### config.mk
export PLATFORM = sky130hd
export DESIGN_NAME = alu_flag_unit_flat
export DESIGN_NICKNAME = d
export VERILOG_FILES = /design/src/rtl/cpu_pkg.sv /design/src/rtl/alu_flag_unit_if.sv /design/src/rtl/branch_cond_eval.sv /design/src/rtl/alu_flag_unit.sv /design/src/flat_wrapper.sv
export SDC_FILE = /design/constraint.sdc
export NUM_CORES = 1
export LEC_CHECK = 0
export ABC_AREA = 1
export CORE_MARGIN = 3
export CORE_UTILIZATION = 30
export CTS_CLUSTER_DIAMETER = 30
export DETAILED_ROUTE_END_ITERATION = 8
export GPL_ROUTABILITY_DRIVEN = 0
export HOLD_SLACK_MARGIN = 0.05
export PLACE_DENSITY = 0.65
export SYNTH_ARGS = -nofsm -noshare
export SYNTH_HDL_FRONTEND = slang
export SYNTH_SLANG_ARGS = --single-unit
### constraint.sdc
create_clock -name clk -period 2.14 [get_ports clk]
set_clock_uncertainty 0.15 [all_clocks]
set_input_delay 0.321 -clock clk [delete_from_list [all_inputs] [get_ports clk]]
set_output_delay 0.321 -clock clk [all_outputs]
set_load 0.01 [all_outputs]
### src/rtl/cpu_pkg.sv
// Shared CPU constants: ALU opcodes, branch condition codes and flag bit positions.
// Imported by the flag unit, its interface and the branch condition evaluator.
package cpu_pkg;

    localparam int FLAG_W   = 3;
    localparam int OPCODE_W = 4;
    localparam int COND_W   = 3;

    localparam int FLAG_Z = 2;
    localparam int FLAG_V = 1;
    localparam int FLAG_N = 0;

    localparam logic [OPCODE_W-1:0] ALU_ADD    = 4'b0000;
    localparam logic [OPCODE_W-1:0] ALU_XOR    = 4'b0001;
    localparam logic [OPCODE_W-1:0] ALU_RED    = 4'b0010;
    localparam logic [OPCODE_W-1:0] ALU_SLL    = 4'b0011;
    localparam logic [OPCODE_W-1:0] ALU_SRA    = 4'b0100;
    localparam logic [OPCODE_W-1:0] ALU_ROR    = 4'b0101;
    localparam logic [OPCODE_W-1:0] ALU_PADDSB = 4'b0110;
    localparam logic [OPCODE_W-1:0] ALU_LLB    = 4'b0111;
    localparam logic [OPCODE_W-1:0] ALU_LHB    = 4'b1000;

    localparam logic [COND_W-1:0] COND_NE     = 3'b000;
    localparam logic [COND_W-1:0] COND_EQ     = 3'b001;
    localparam logic [COND_W-1:0] COND_GT     = 3'b010;
    localparam logic [COND_W-1:0] COND_LT     = 3'b011;
    localparam logic [COND_W-1:0] COND_GE     = 3'b100;
    localparam logic [COND_W-1:0] COND_LE     = 3'b101;
    localparam logic [COND_W-1:0] COND_OV     = 3'b110;
    localparam logic [COND_W-1:0] COND_UNCOND = 3'b111;

endpackage

### src/rtl/alu_flag_unit_if.sv
// ALU result/flag bus between the execute stage (master) and the flag unit (slave).
// No backpressure: every signal is sampled or produced in the cycle it is valid.
interface alu_flag_unit_if;
    import cpu_pkg::*;

    logic                alu_valid;
    logic [OPCODE_W-1:0] alu_op;
    logic                alu_binv;
    logic                alu_zero;
    logic                alu_ovfl;
    logic                alu_neg;
    logic                stall;
    logic                br_valid;
    logic [COND_W-1:0]   br_cond;
    logic                br_taken;
    logic [FLAG_W-1:0]   flags;
    logic                flag_save;
    logic                flag_restore;
    logic                shadow_valid;

    modport master (
        output alu_valid, alu_op, alu_binv, alu_zero, alu_ovfl, alu_neg,
        output stall, br_valid, br_cond, flag_save, flag_restore,
        input  br_taken, flags, shadow_valid
    );

    modport slave (
        input  alu_valid, alu_op, alu_binv, alu_zero, alu_ovfl, alu_neg,
        input  stall, br_valid, br_cond, flag_save, flag_restore,
        output br_taken, flags, shadow_valid
    );

endinterface

### src/rtl/branch_cond_eval.sv
// Combinational branch condition check of a {Z,V,N} flag vector; zero latency, no state.
module branch_cond_eval
    import cpu_pkg::*;
(
    input  logic [FLAG_W-1:0] flags,
    input  logic [COND_W-1:0] br_cond,
    output logic              cond_true
);

    always_comb begin
        cond_true = 1'b0;
        case (br_cond)
            COND_NE:     cond_true = ~flags[FLAG_Z];
            COND_EQ:     cond_true =  flags[FLAG_Z];
            COND_GT:     cond_true = ~flags[FLAG_Z] & ~flags[FLAG_N];
            COND_LT:     cond_true =  flags[FLAG_N];
            COND_GE:     cond_true =  flags[FLAG_Z] | (~flags[FLAG_Z] & ~flags[FLAG_N]);
            COND_LE:     cond_true =  flags[FLAG_N] | flags[FLAG_Z];
            COND_OV:     cond_true =  flags[FLAG_V];
            COND_UNCOND: cond_true = 1'b1;
            default:     cond_true = 1'b0;
        endcase
    end

endmodule

### src/rtl/alu_flag_unit.sv
// Architectural Z/V/N flag register with one-deep shadow and branch resolution; flags update 1 cycle
// after retire, stall freezes all state, br_taken is combinational. ALU_FLAG_FWD_EN: branch sees next-state flags.
module alu_flag_unit
    import cpu_pkg::*;
#(
    parameter int NUM_FLAGS = FLAG_W,
    parameter int OP_W      = OPCODE_W
) (
    input  logic             clk,
    input  logic             rst,
    alu_flag_unit_if.slave   bus
);

    logic [NUM_FLAGS-1:0] flags_q, flags_d;
    logic [NUM_FLAGS-1:0] shadow_q, shadow_d;
    logic                 shadow_valid_q, shadow_valid_d;
    logic [NUM_FLAGS-1:0] br_flags;
    logic [OP_W-1:0]      op;
    logic                 upd_en, save_en, restore_en;
    logic                 cond_true;
    logic                 unused_binv;

    // Add and subtract set flags identically, so the subtract qualifier is not needed here.
    assign unused_binv = bus.alu_binv;
    assign op          = bus.alu_op;
    assign upd_en      = bus.alu_valid & ~bus.stall;
    assign save_en     = bus.flag_save & ~bus.stall;
    assign restore_en  = bus.flag_restore & ~bus.stall & shadow_valid_q;

    always_comb begin
        flags_d        = flags_q;
        shadow_d       = shadow_q;
        shadow_valid_d = shadow_valid_q;

        if (restore_en) begin
            flags_d = shadow_q;
        end else if (upd_en) begin
            case (op)
                ALU_ADD: begin
                    flags_d[FLAG_Z] = bus.alu_zero;
                    flags_d[FLAG_V] = bus.alu_ovfl;
                    flags_d[FLAG_N] = bus.alu_neg;
                end
                ALU_XOR, ALU_SLL, ALU_SRA, ALU_ROR: flags_d[FLAG_Z] = bus.alu_zero;
                ALU_RED, ALU_PADDSB, ALU_LLB, ALU_LHB: ;
                default: ;
            endcase
        end

        // Save captures pre-update flags; save with restore therefore swaps the two copies.
        if (save_en) begin
            shadow_d       = flags_q;
            shadow_valid_d = 1'b1;
        end else if (restore_en) begin
            shadow_valid_d = 1'b0;
        end
    end

    always_ff @(posedge clk or posedge rst) begin
        if (rst) begin
            flags_q        <= '0;
            shadow_q       <= '0;
            shadow_valid_q <= 1'b0;
        end else begin
            flags_q        <= flags_d;
            shadow_q       <= shadow_d;
            shadow_valid_q <= shadow_valid_d;
        end
    end

`ifdef ALU_FLAG_FWD_EN
    assign br_flags = flags_d;
`else
    assign br_flags = flags_q;
`endif

    branch_cond_eval u_cond (
        .flags     (br_flags),
        .br_cond   (bus.br_cond),
        .cond_true (cond_true)
    );

    assign bus.br_taken     = bus.br_valid & cond_true & ~rst;
    assign bus.flags        = flags_q;
    assign bus.shadow_valid = shadow_valid_q;

endmodule

### src/flat_wrapper.sv
// flat-port wrapper written by rule: the top's interface ports become plain ports
module alu_flag_unit_flat import cpu_pkg::*;
#(
    parameter int NUM_FLAGS = FLAG_W,
    parameter int OP_W      = OPCODE_W
)
  (clk, rst, bus_alu_valid, bus_alu_op, bus_alu_binv, bus_alu_zero, bus_alu_ovfl, bus_alu_neg, bus_stall, bus_br_valid, bus_br_cond, bus_flag_save, bus_flag_restore, bus_br_taken, bus_flags, bus_shadow_valid);
  alu_flag_unit_if bus_i ();
  input  logic clk;
  input  logic rst;
  input wire logic [$bits(bus_i.alu_valid)-1:0] bus_alu_valid;
  input wire logic [$bits(bus_i.alu_op)-1:0] bus_alu_op;
  input wire logic [$bits(bus_i.alu_binv)-1:0] bus_alu_binv;
  input wire logic [$bits(bus_i.alu_zero)-1:0] bus_alu_zero;
  input wire logic [$bits(bus_i.alu_ovfl)-1:0] bus_alu_ovfl;
  input wire logic [$bits(bus_i.alu_neg)-1:0] bus_alu_neg;
  input wire logic [$bits(bus_i.stall)-1:0] bus_stall;
  input wire logic [$bits(bus_i.br_valid)-1:0] bus_br_valid;
  input wire logic [$bits(bus_i.br_cond)-1:0] bus_br_cond;
  input wire logic [$bits(bus_i.flag_save)-1:0] bus_flag_save;
  input wire logic [$bits(bus_i.flag_restore)-1:0] bus_flag_restore;
  output wire logic [$bits(bus_i.br_taken)-1:0] bus_br_taken;
  output wire logic [$bits(bus_i.flags)-1:0] bus_flags;
  output wire logic [$bits(bus_i.shadow_valid)-1:0] bus_shadow_valid;
  assign bus_i.alu_valid = bus_alu_valid;
  assign bus_i.alu_op = bus_alu_op;
  assign bus_i.alu_binv = bus_alu_binv;
  assign bus_i.alu_zero = bus_alu_zero;
  assign bus_i.alu_ovfl = bus_alu_ovfl;
  assign bus_i.alu_neg = bus_alu_neg;
  assign bus_i.stall = bus_stall;
  assign bus_i.br_valid = bus_br_valid;
  assign bus_i.br_cond = bus_br_cond;
  assign bus_i.flag_save = bus_flag_save;
  assign bus_i.flag_restore = bus_flag_restore;
  assign bus_br_taken = bus_i.br_taken;
  assign bus_flags = bus_i.flags;
  assign bus_shadow_valid = bus_i.shadow_valid;
  alu_flag_unit #(.NUM_FLAGS(NUM_FLAGS), .OP_W(OP_W)) u_core (.clk(clk), .rst(rst), .bus(bus_i));
endmodule
# Word-level counts from Yosys, hierarchy flattened
# Index checks and enable logic that the tools add are counted.
op_classes:
  addsub: 0
  multipliers: 0
  div_mod_pow: 0
  magnitude_cmp: 0
  eq_ne: 11
  n_shift: 0
  n_mux: 7
  n_bitwise: 13
  reduce_logical: 9
ops:
  columns: ["cell", "count"]
  rows:
  - ["3-bit == test, second input constant", 4]
  - ["4-bit by 3-bit == test with 1-bit output, second input constant", 2]
  - ["1-bit case mux with 8 select lines", 1]
  - ["2-bit nonzero test", 4]
  - ["1-bit bitwise AND", 7]
  - ["3-bit by 2-bit == test with 1-bit output, second input constant", 2]
  - ["3-bit 2-to-1 mux", 2]
  - ["5-bit OR reduction", 1]
  - ["4-bit by 1-bit == test with 1-bit output, second input constant", 1]
  - ["4-bit by 2-bit == test with 1-bit output, second input constant", 1]
  - ["4-bit zero test", 1]
  - ["1-bit inverter", 4]
  - ["2-bit AND reduction", 2]
  - ["3-bit by 1-bit == test with 1-bit output, second input constant", 1]
  - ["3-bit zero test", 1]
  - ["1-bit 2-to-1 mux", 3]
  - ["2-bit 2-to-1 mux", 1]
  - ["1-bit bitwise OR", 2]
word_totals:
  reg_bits: 7
  latchBits: 0
  ram_bits: 0
  rom_bits: 0
  output_inout_bits: 5
  wordCells: 44
  mem_count: 0

# Logic depth before layout (Yosys ltp)
# Gate-level depths: netlist (run 1).
logic_depth:
  word_depth: 6
  ltp_mapped: 7

# Cells and area by module
# From an unflattened synthesis (run 1), not the netlist that was laid out.
unflattened:
  cells_unflattened: 74
  area_unflattened_um2: 534.3
by_module_without_submodules:
  columns: ["module", "n_inst", "cells_each", "area_each_um2", "seq_area_each_um2"]
  rows:
  - ["alu_flag_unit", 1, 55, 457.9, 175.2]
  - ["branch_cond_eval", 1, 19, 76.3, 0.0]

# Least setup slack after synthesis (run 1)
# OpenSTA, ideal clock, no wires.
synth_path:
  path_kind: "reg-to-output"
  from: "register u_core.flags_q[2], in the netlist u_core.bus.flags[2]"
  to: "output port bus_br_taken"
  arrival_time_ps: 843
  t_required_ps: 1669
  path_slack_ps: 826
  stages_incl_launch_ff: 7
  n_path_buf: 0
  cell_sequence: "dfrtp_1 -> inv_1 -> nand2_1 -> nand2_1 -> nand3_1 -> nand2_1 -> nor2_1"
synth_between:
  elab_chain_cells: 6
  word_cells_on_any_way: 7
synth_lines:
  columns: ["element", "line_no", "source"]
  rows:
  - ["start, declared", "alu_flag_unit.sv:14", "logic [NUM_FLAGS-1:0] flags_q, flags_d;"]
  - ["start signal, assigned", "alu_flag_unit.sv:65", "flags_q <= flags_d;"]
  - ["1-bit inverter", "branch_cond_eval.sv:13, branch_cond_eval.sv:15, branch_cond_eval.sv:17", null]
  - ["1-bit bitwise AND", "branch_cond_eval.sv:15, branch_cond_eval.sv:17", null]
  - ["1-bit bitwise OR", "branch_cond_eval.sv:17", "COND_GE: cond_true = flags[FLAG_Z] | (~flags[FLAG_Z] & ~flags[FLAG_N]);"]
  - ["1-bit case mux with 8 select lines *", "branch_cond_eval.sv:12", "case (br_cond)"]
  - ["1-bit bitwise AND * (2 in a row)", "alu_flag_unit.sv:83", "assign bus.br_taken = bus.br_valid & cond_true & ~rst;"]
  - ["end, declared", "flat_wrapper.sv:22", "output wire logic [$bits(bus_i.br_taken)-1:0] bus_br_taken;"]
# Every way passes the cells marked *; elsewhere a longest branch is shown, timed or not.

# Worst setup path in the final report (run 1)
layout_path:
  from: "input port bus_br_cond[2]"
  to: "output port bus_br_taken"
layout_between:
  elab_chain_cells: 4
  word_cells_on_any_way: 11
layout_lines:
  columns: ["element", "line_no", "source"]
  rows:
  - ["start, declared", "flat_wrapper.sv:19", "input wire logic [$bits(bus_i.br_cond)-1:0] bus_br_cond;"]
  - ["3-bit == test, or another cell as far along", "branch_cond_eval.sv:12", null]
  - ["1-bit case mux with 8 select lines *", "branch_cond_eval.sv:12", null]
  - ["1-bit bitwise AND * (2 in a row)", "alu_flag_unit.sv:83", null]
# Marked as above.

==> results of run 1 <==
==> state kept, by name (all words and copies together), names as in the netlist <==
signal,cells
u_core.bus.flags,3
u_core.bus.shadow_valid,1
u_core.shadow_q,3
==> how the worst max path moves through the flow <==
stage | from | to | slack [ns] | cells after the start
6_report | bus_br_cond[2] | bus_br_taken | 0.18 | 8
5_1_grt | bus_br_cond[2] | bus_br_taken | 0.08 | 8
4_1_cts | bus_br_cond[2] | bus_br_taken | 0.17 | 8
3_5_place_dp | bus_br_cond[1] | bus_br_taken | -0.11 | 8
3_3_place_gp | bus_br_cond[1] | bus_br_taken | -0.10 | 8
2_1_floorplan | u_core.bus.flags[2] | bus_br_taken | 0.83 | 6
==> cell type report <==
type	instances	area share [%]
well taps	15	2.71
clock buffers	3	3.25
flip-flops and latches	7	25.3
repair buffers	21	30.0
multi-input cells	48	31.6
clock inverters	1	0.722
inverters	12	6.50
==> cells in the mapped netlist <==
| library cell | n |
|---|---|
| nor2_1 | 7 |
| o21ai_0 | 2 |
| nand3_4 | 1 |
| inv_2 | 2 |
| a21oi_1 | 1 |
| nand2_1 | 24 |
| o21ai_1 | 8 |
| nand3_1 | 3 |
| dfrtp_1 | 7 |
| nand2_2 | 1 |
| o21ai_2 | 1 |
| inv_1 | 10 |
==> power breakdown <==
| group | total (W) | leakage [nW] | internal, W | switching, W |
|---|---|---|---|---|
| Combinational | 0.000160 | 0.242 | 0.0000860 | 0.0000743 |
| Clock | 0.000121 | 0.0177 | 0.0000685 | 0.0000527 |
| Sequential | 0.000180 | 0.0871 | 0.000163 | 0.0000176 |
| Total | 0.000462 | 0.347 | 0.000317 | 0.000145 |
==> logic make-up (layout without fill, tap and decap cells) <==
kind of cell	Yosys count	count (layout)
simple gates	36	36
compound gates	12	12
buf+inv	12	37
flops	7	7
==> per-layer routing <==
layer	up-vias	track usage, %	wire, um
met1	174	13.4	481
met5	-	0	0
met3	2	3.66	117
met4	0	7.23	11
met2	23	14.2	338
li1	259	-	-
==> per-stage QoR <==
stage                     setup slack, ns  cells  TNS, ns  area (um^2)
final                               0.183    107        0          693
after global routing               0.0839    107        0          693
after CTS                           0.173    107        0          693
after detailed placement           -0.105    103   -0.105          668
after global placement             -0.104    103   -0.104          668
after floorplan                     0.826     67        0          439
==> results.json, run 1 <==
{
  "cp-end-kind": "output pin",
  "post-synth-top-area-cell": "dfrtp_1",
  "maxCapViolCount": 0,
  "postCtsHoldBufs": 0,
  "crit_top_cell": "nand2_1",
  "register_area_um2": 175,
  "routed_wl_um": 949,
  "htreeDepth": 1,
  "vias_per_cell": 4.28,
  "io_buffer_count": 21,
  "grt_usage_pct": 10.4,
  "cts_resized": 2,
  "ys_seq_area_share_pct": 39.9,
  "rsz0062_at_grt": "no",
  "r2r_start": "u_core.bus.shadow_valid",
  "yosys.area_share.xor_xnor_pct": 0,
  "critPathArrivalTime_ns": 1.49,
  "r2r-end": "u_core.bus.flags[1]",
  "postSynthAreaPerCell_um2": 6.55,
  "yosys_warnings": 0,
  "numClockSinks": 7,
  "maxSlewViolCount": 0,
  "period_needed_ns": 1.96,
  "dr.pass1.iters": 4,
  "slowest_delay_ns": 0.51,
  "crit_type": "input port to output pin",
  "clockRootBuffer": "clkbuf_4",
  "clk_pin_slew_worst_paths_ns": 0.06,
  "required_ns": 1.67,
  "diodes": 0,
  "yosys.cell_types.count": 12,
  "layout_common_cells": "24 x nand2_1, 19 x clkdlybuf4s50_1, 10 x inv_1, 8 x o21ai_1",
  "initial_core_util_pct": 32.9,
  "post_cts_buffers": 0,
  "numCtsBuffers": 3,
  "std_cell_rows": 13,
  "synth_top_family_by_area": "simple AND/OR/NAND/NOR gates",
  "setup_viol": 0,
  "synth-simple-area-share_pct": 35.3,
  "cts_tree": "yes",
  "synth_fp_nets": 85,
  "finalCoreUtilization_pct": 52.0,
  "power_density_mw_per_mm2": 666,
  "fillers": 146,
  "synth_top_area_share_pct": 39.9,
  "multiInputGateArea_um2": 219,
  "relSlewSlack_pct": 80.6,
  "num_vias": 458,
  "drive_gt1_share_pct": 9.78,
  "postRouteAntennaNets": 0,
  "layout.nets": 111,
  "synth_area_um2": 439,
  "first_iter_violations": 5,
  "tightest_slew_ns": 0.291,
  "synth_compound_area_share_pct": 14.5,
  "reg2reg_depth": 5,
  "leakagePower_nw": 0.347,
  "synthCells": 67,
  "worst-path-buf-inv": 3,
  "grt_pass1_vias": 379,
  "synth-adder-area-share_pct": 0,
  "min_path_type": "input port to async pin",
  "die_area_mm2": 0.00196,
  "fp.coreArea_mm2": 0.00133,
  "reg2reg_slack_ns": 1.06,
  "holdWs_ns": 0.177,
  "startpoint_type": "input port",
  "irDropWorstVdd_v": 0.000511,
  "cp_top_family": "buffers and inverters",
  "grt_max_degree": 11,
  "dpl.hpwl_um": 781,
  "die_y_um": 44.3,
  "finalPower_w": 0.000462,
  "worst-path-max-fanout": 4,
  "die_w_um": 44.3,
  "synthTopCellsByArea": "dfrtp_1 40%, nand2_1 21%, o21ai_1 9.1%",
  "overflow": 0,
  "antenna_found_initial": 0,
  "cp_slowest_cell": "clkdlybuf4s50_1",
  "mostFrequentLayoutCell": "nand2_1",
  "ctsLongestPathBuffers": 2,
  "status": "completed",
  "grt_pass1_wl_um": 1470,
  "ioPinCount": 23,
  "synth.area.mux_share_pct": 0,
  "max_freq_mhz": 511,
  "ys_ff_latch": 7,
  "hold_viol_final": 0,
  "path_cells": "clkdlybuf4s50_1 -> inv_1 -> nand2_1 -> nand2_1 -> nand3_1 -> nand2_1 -> nor2_1 -> dlygate4sd2_1",
  "clk-insertion-delay-late_ns": 0.26,
  "wl_per_cell_um": 8.87,
  "drc": 0,
  "fin_crit_sh_pct": 91.4,
  "area_growth_pct": 57.8
}
No activity file was read; power rests on OpenSTA's default activity.
==> run 2, diff against run 1 <==
--- a/config.mk
+++ b/config.mk
@@ -9,6 +9,7 @@
 export CORE_MARGIN = 3
 export CORE_UTILIZATION = 30
 export CTS_CLUSTER_DIAMETER = 30
+export CTS_CLUSTER_SIZE = 8
 export DETAILED_ROUTE_END_ITERATION = 8
 export GPL_ROUTABILITY_DRIVEN = 0
 export HOLD_SLACK_MARGIN = 0.05
==> results of run 2 <==
Final layout, timing and power as in run 1 (identical DEF).
==> run 3, diff against run 2 <==
--- a/config.mk
+++ b/config.mk
@@ -6,14 +6,16 @@
 export NUM_CORES = 1
 export LEC_CHECK = 0
 export ABC_AREA = 1
+export CELL_PAD_IN_SITES_DETAIL_PLACEMENT = 1
+export CELL_PAD_IN_SITES_GLOBAL_PLACEMENT = 1
 export CORE_MARGIN = 3
-export CORE_UTILIZATION = 30
+export CORE_UTILIZATION = 26
 export CTS_CLUSTER_DIAMETER = 30
 export CTS_CLUSTER_SIZE = 8
 export DETAILED_ROUTE_END_ITERATION = 8
 export GPL_ROUTABILITY_DRIVEN = 0
 export HOLD_SLACK_MARGIN = 0.05
-export PLACE_DENSITY = 0.65
+export PLACE_DENSITY = 0.81
 export SYNTH_ARGS = -nofsm -noshare
 export SYNTH_HDL_FRONTEND = slang
 export SYNTH_SLANG_ARGS = --single-unit
==> run 3 against run 2 <==
Wire length is 19% higher. Via count is 5.9% higher. Die area is 13% higher. Sequential power hardly changed. Global-route usage is 0.44 points higher. Register-to-register slack worse by 0.02 ns. First-iteration DRC count is 60% lower. Flip-flop and latch count stayed put. Non-clock buffer count stayed put. Clock-buffer cell count is 1 higher. Worst hold slack worse by 0.0011 ns. Critical path type unchanged. Critical endpoint unchanged.
==> results.json, run 3 (synthesis results as in run 1) <==
{
  "routed_wl_um": 1130,
  "cell_internal_pwr_w": 0.000320,
  "postRouteAntennaNets": 0,
  "clockPowerShare_pct": 25.8,
  "r2r_start": "u_core.bus.shadow_valid",
  "ioPinCount": 23,
  "crit_type": "input port to output pin",
  "cts_resized": 2,
  "place_area_um2": 669,
  "num_vias": 485,
  "setup_viol": 0,
  "status": "completed",
  "wl_per_cell_um": 10.5,
  "numCtsBuffers": 3,
  "finalPower_w": 0.000465,
  "ctsLongestPathBuffers": 2,
  "post_cts_buffers": 0,
  "fin_crit_sh_pct": 91.9,
  "switching_share_pct": 31.2,
  "power_density_mw_per_mm2": 671,
  "diodes": 0,
  "dpl.hpwl_um": 952,
  "grt_max_degree": 11,
  "rsz0062_at_grt": "no",
  "switching_power_w": 0.000145,
  "grt_pass1_vias": 440,
  "layout.nets": 111,
  "drc": 0,
  "reg2reg_depth": 5,
  "die_area_mm2": 0.00222,
  "irDropWorstVdd_v": 0.000236,
  "overflow": 0,
  "die_y_um": 47.1,
  "fp.coreArea_mm2": 0.00154,
  "tns_ns": 0,
  "cp-end-kind": "output pin",
  "maxCapViolCount": 0,
  "postCtsHoldBufs": 0,
  "numClockSinks": 7,
  "crit_start": "bus_br_cond[2]",
  "relSlewSlack_pct": 81.9,
  "critPathArrivalTime_ns": 1.50,
  "dr.pass1.iters": 4,
  "min_path_type": "input port to async pin",
  "std_cell_rows": 14,
  "max_freq_mhz": 509,
  "antenna_found_initial": 0,
  "area_growth_pct": 57.8,
  "grt_usage_pct": 10.8,
  "leakagePower_nw": 0.344,
  "drive_gt1_share_pct": 8.70,
  "mostFrequentLayoutCell": "nand2_1",
  "clk_pin_slew_worst_paths_ns": 0.05,
  "first_iter_violations": 2,
  "required_ns": 1.67,
  "seq_power_share_pct": 39.3,
  "power.combinational.fraction_pct": 34.9,
  "grt_pass1_wl_um": 1670,
  "tightest_slew_ns": 0.272,
  "vias_per_cell": 4.49,
  "clk-insertion-delay-late_ns": 0.25,
  "clockRootBuffer": "clkbuf_4",
  "worst-path-max-fanout": 4,
  "finalCoreUtilization_pct": 45.0,
  "final_cell_area_um2": 693,
  "die_w_um": 47.1,
  "cts_tree": "yes",
  "maxSlewViolCount": 0,
  "io_buffer_count": 21,
  "layout_common_cells": "24 x nand2_1, 19 x clkdlybuf4s50_1, 10 x inv_1, 8 x o21ai_1",
  "initial_core_util_pct": 28.5,
  "period_needed_ns": 1.97,
  "hold_viol_final": 0,
  "startpoint_type": "input port",
  "htreeDepth": 1
}
==> run 3: critical path: stages <==
cell and delay (ns):
clkdlybuf4s50_1 0.45, inv_1 0.09, nand2_1 0.05, nand2_1 0.09
nand2_1 0.06, a21oi_1 0.12, nor2_1 0.05, dlygate4sd2_1 0.27
==> run 3: metrics by stage <==
stage / worst slack [ns] / hold slack (ns) / instances
3_5_place_dp: -0.123 / 0.330 / 104
3_3_place_gp: -0.106 / 0.321 / 104
4_1_cts: 0.143 / 0.181 / 108
6_report: 0.174 / 0.176 / 108
2_1_floorplan: 0.826 / -0.0256 / 67
5_1_grt: 0.0546 / 0.222 / 108
==> run 3: per-layer routing <==
layer  global-route usage, %  up-vias  share of wire, %
met3                    3.83        2                12
met4                    4.97        0              0.97
met2                    19.2       22                46
met1                    11.3      207                41
met5                       0        -                 0
li1                        -      254                 -
==> run 3: final timing paths <==
path                                            end  slack [ns]
worst min register to register   u_core.shadow_q[1]        0.34
worst min-delay path             u_core.shadow_q[1]        0.18
min in group clk                 u_core.shadow_q[1]        0.34
worst max-delay path                   bus_br_taken        0.17
worst max register to register  u_core.bus.flags[1]        1.04
max in group asynchronous       u_core.bus.flags[2]        1.45
==> run 3: power by group through the flow <==
stage / sequential, W / combinational, W / clock [W]
3_3_place_gp: 0.000184 / 0.000162 / 0
4_1_cts: 0.000183 / 0.000166 / 0.000127
2_1_floorplan: 0.000190 / 0.0000726 / 0
3_5_place_dp: 0.000185 / 0.000166 / 0
6_report: 0.000183 / 0.000162 / 0.000120
5_1_grt: 0.000189 / 0.000183 / 0.000133
==> run 3: cell type report <==
| class | count | area, um^2 |
|---|---|---|
| Timing Repair Buffer | 21 | 208 |
| Fill cell | 207 | 848 |
| Multi-Input combinational cell | 48 | 219 |
| Inverter | 12 | 45.0 |
| Tap cell | 16 | 20.0 |
| Clock buffer | 4 | 26.3 |
| Sequential cell | 7 | 175 |
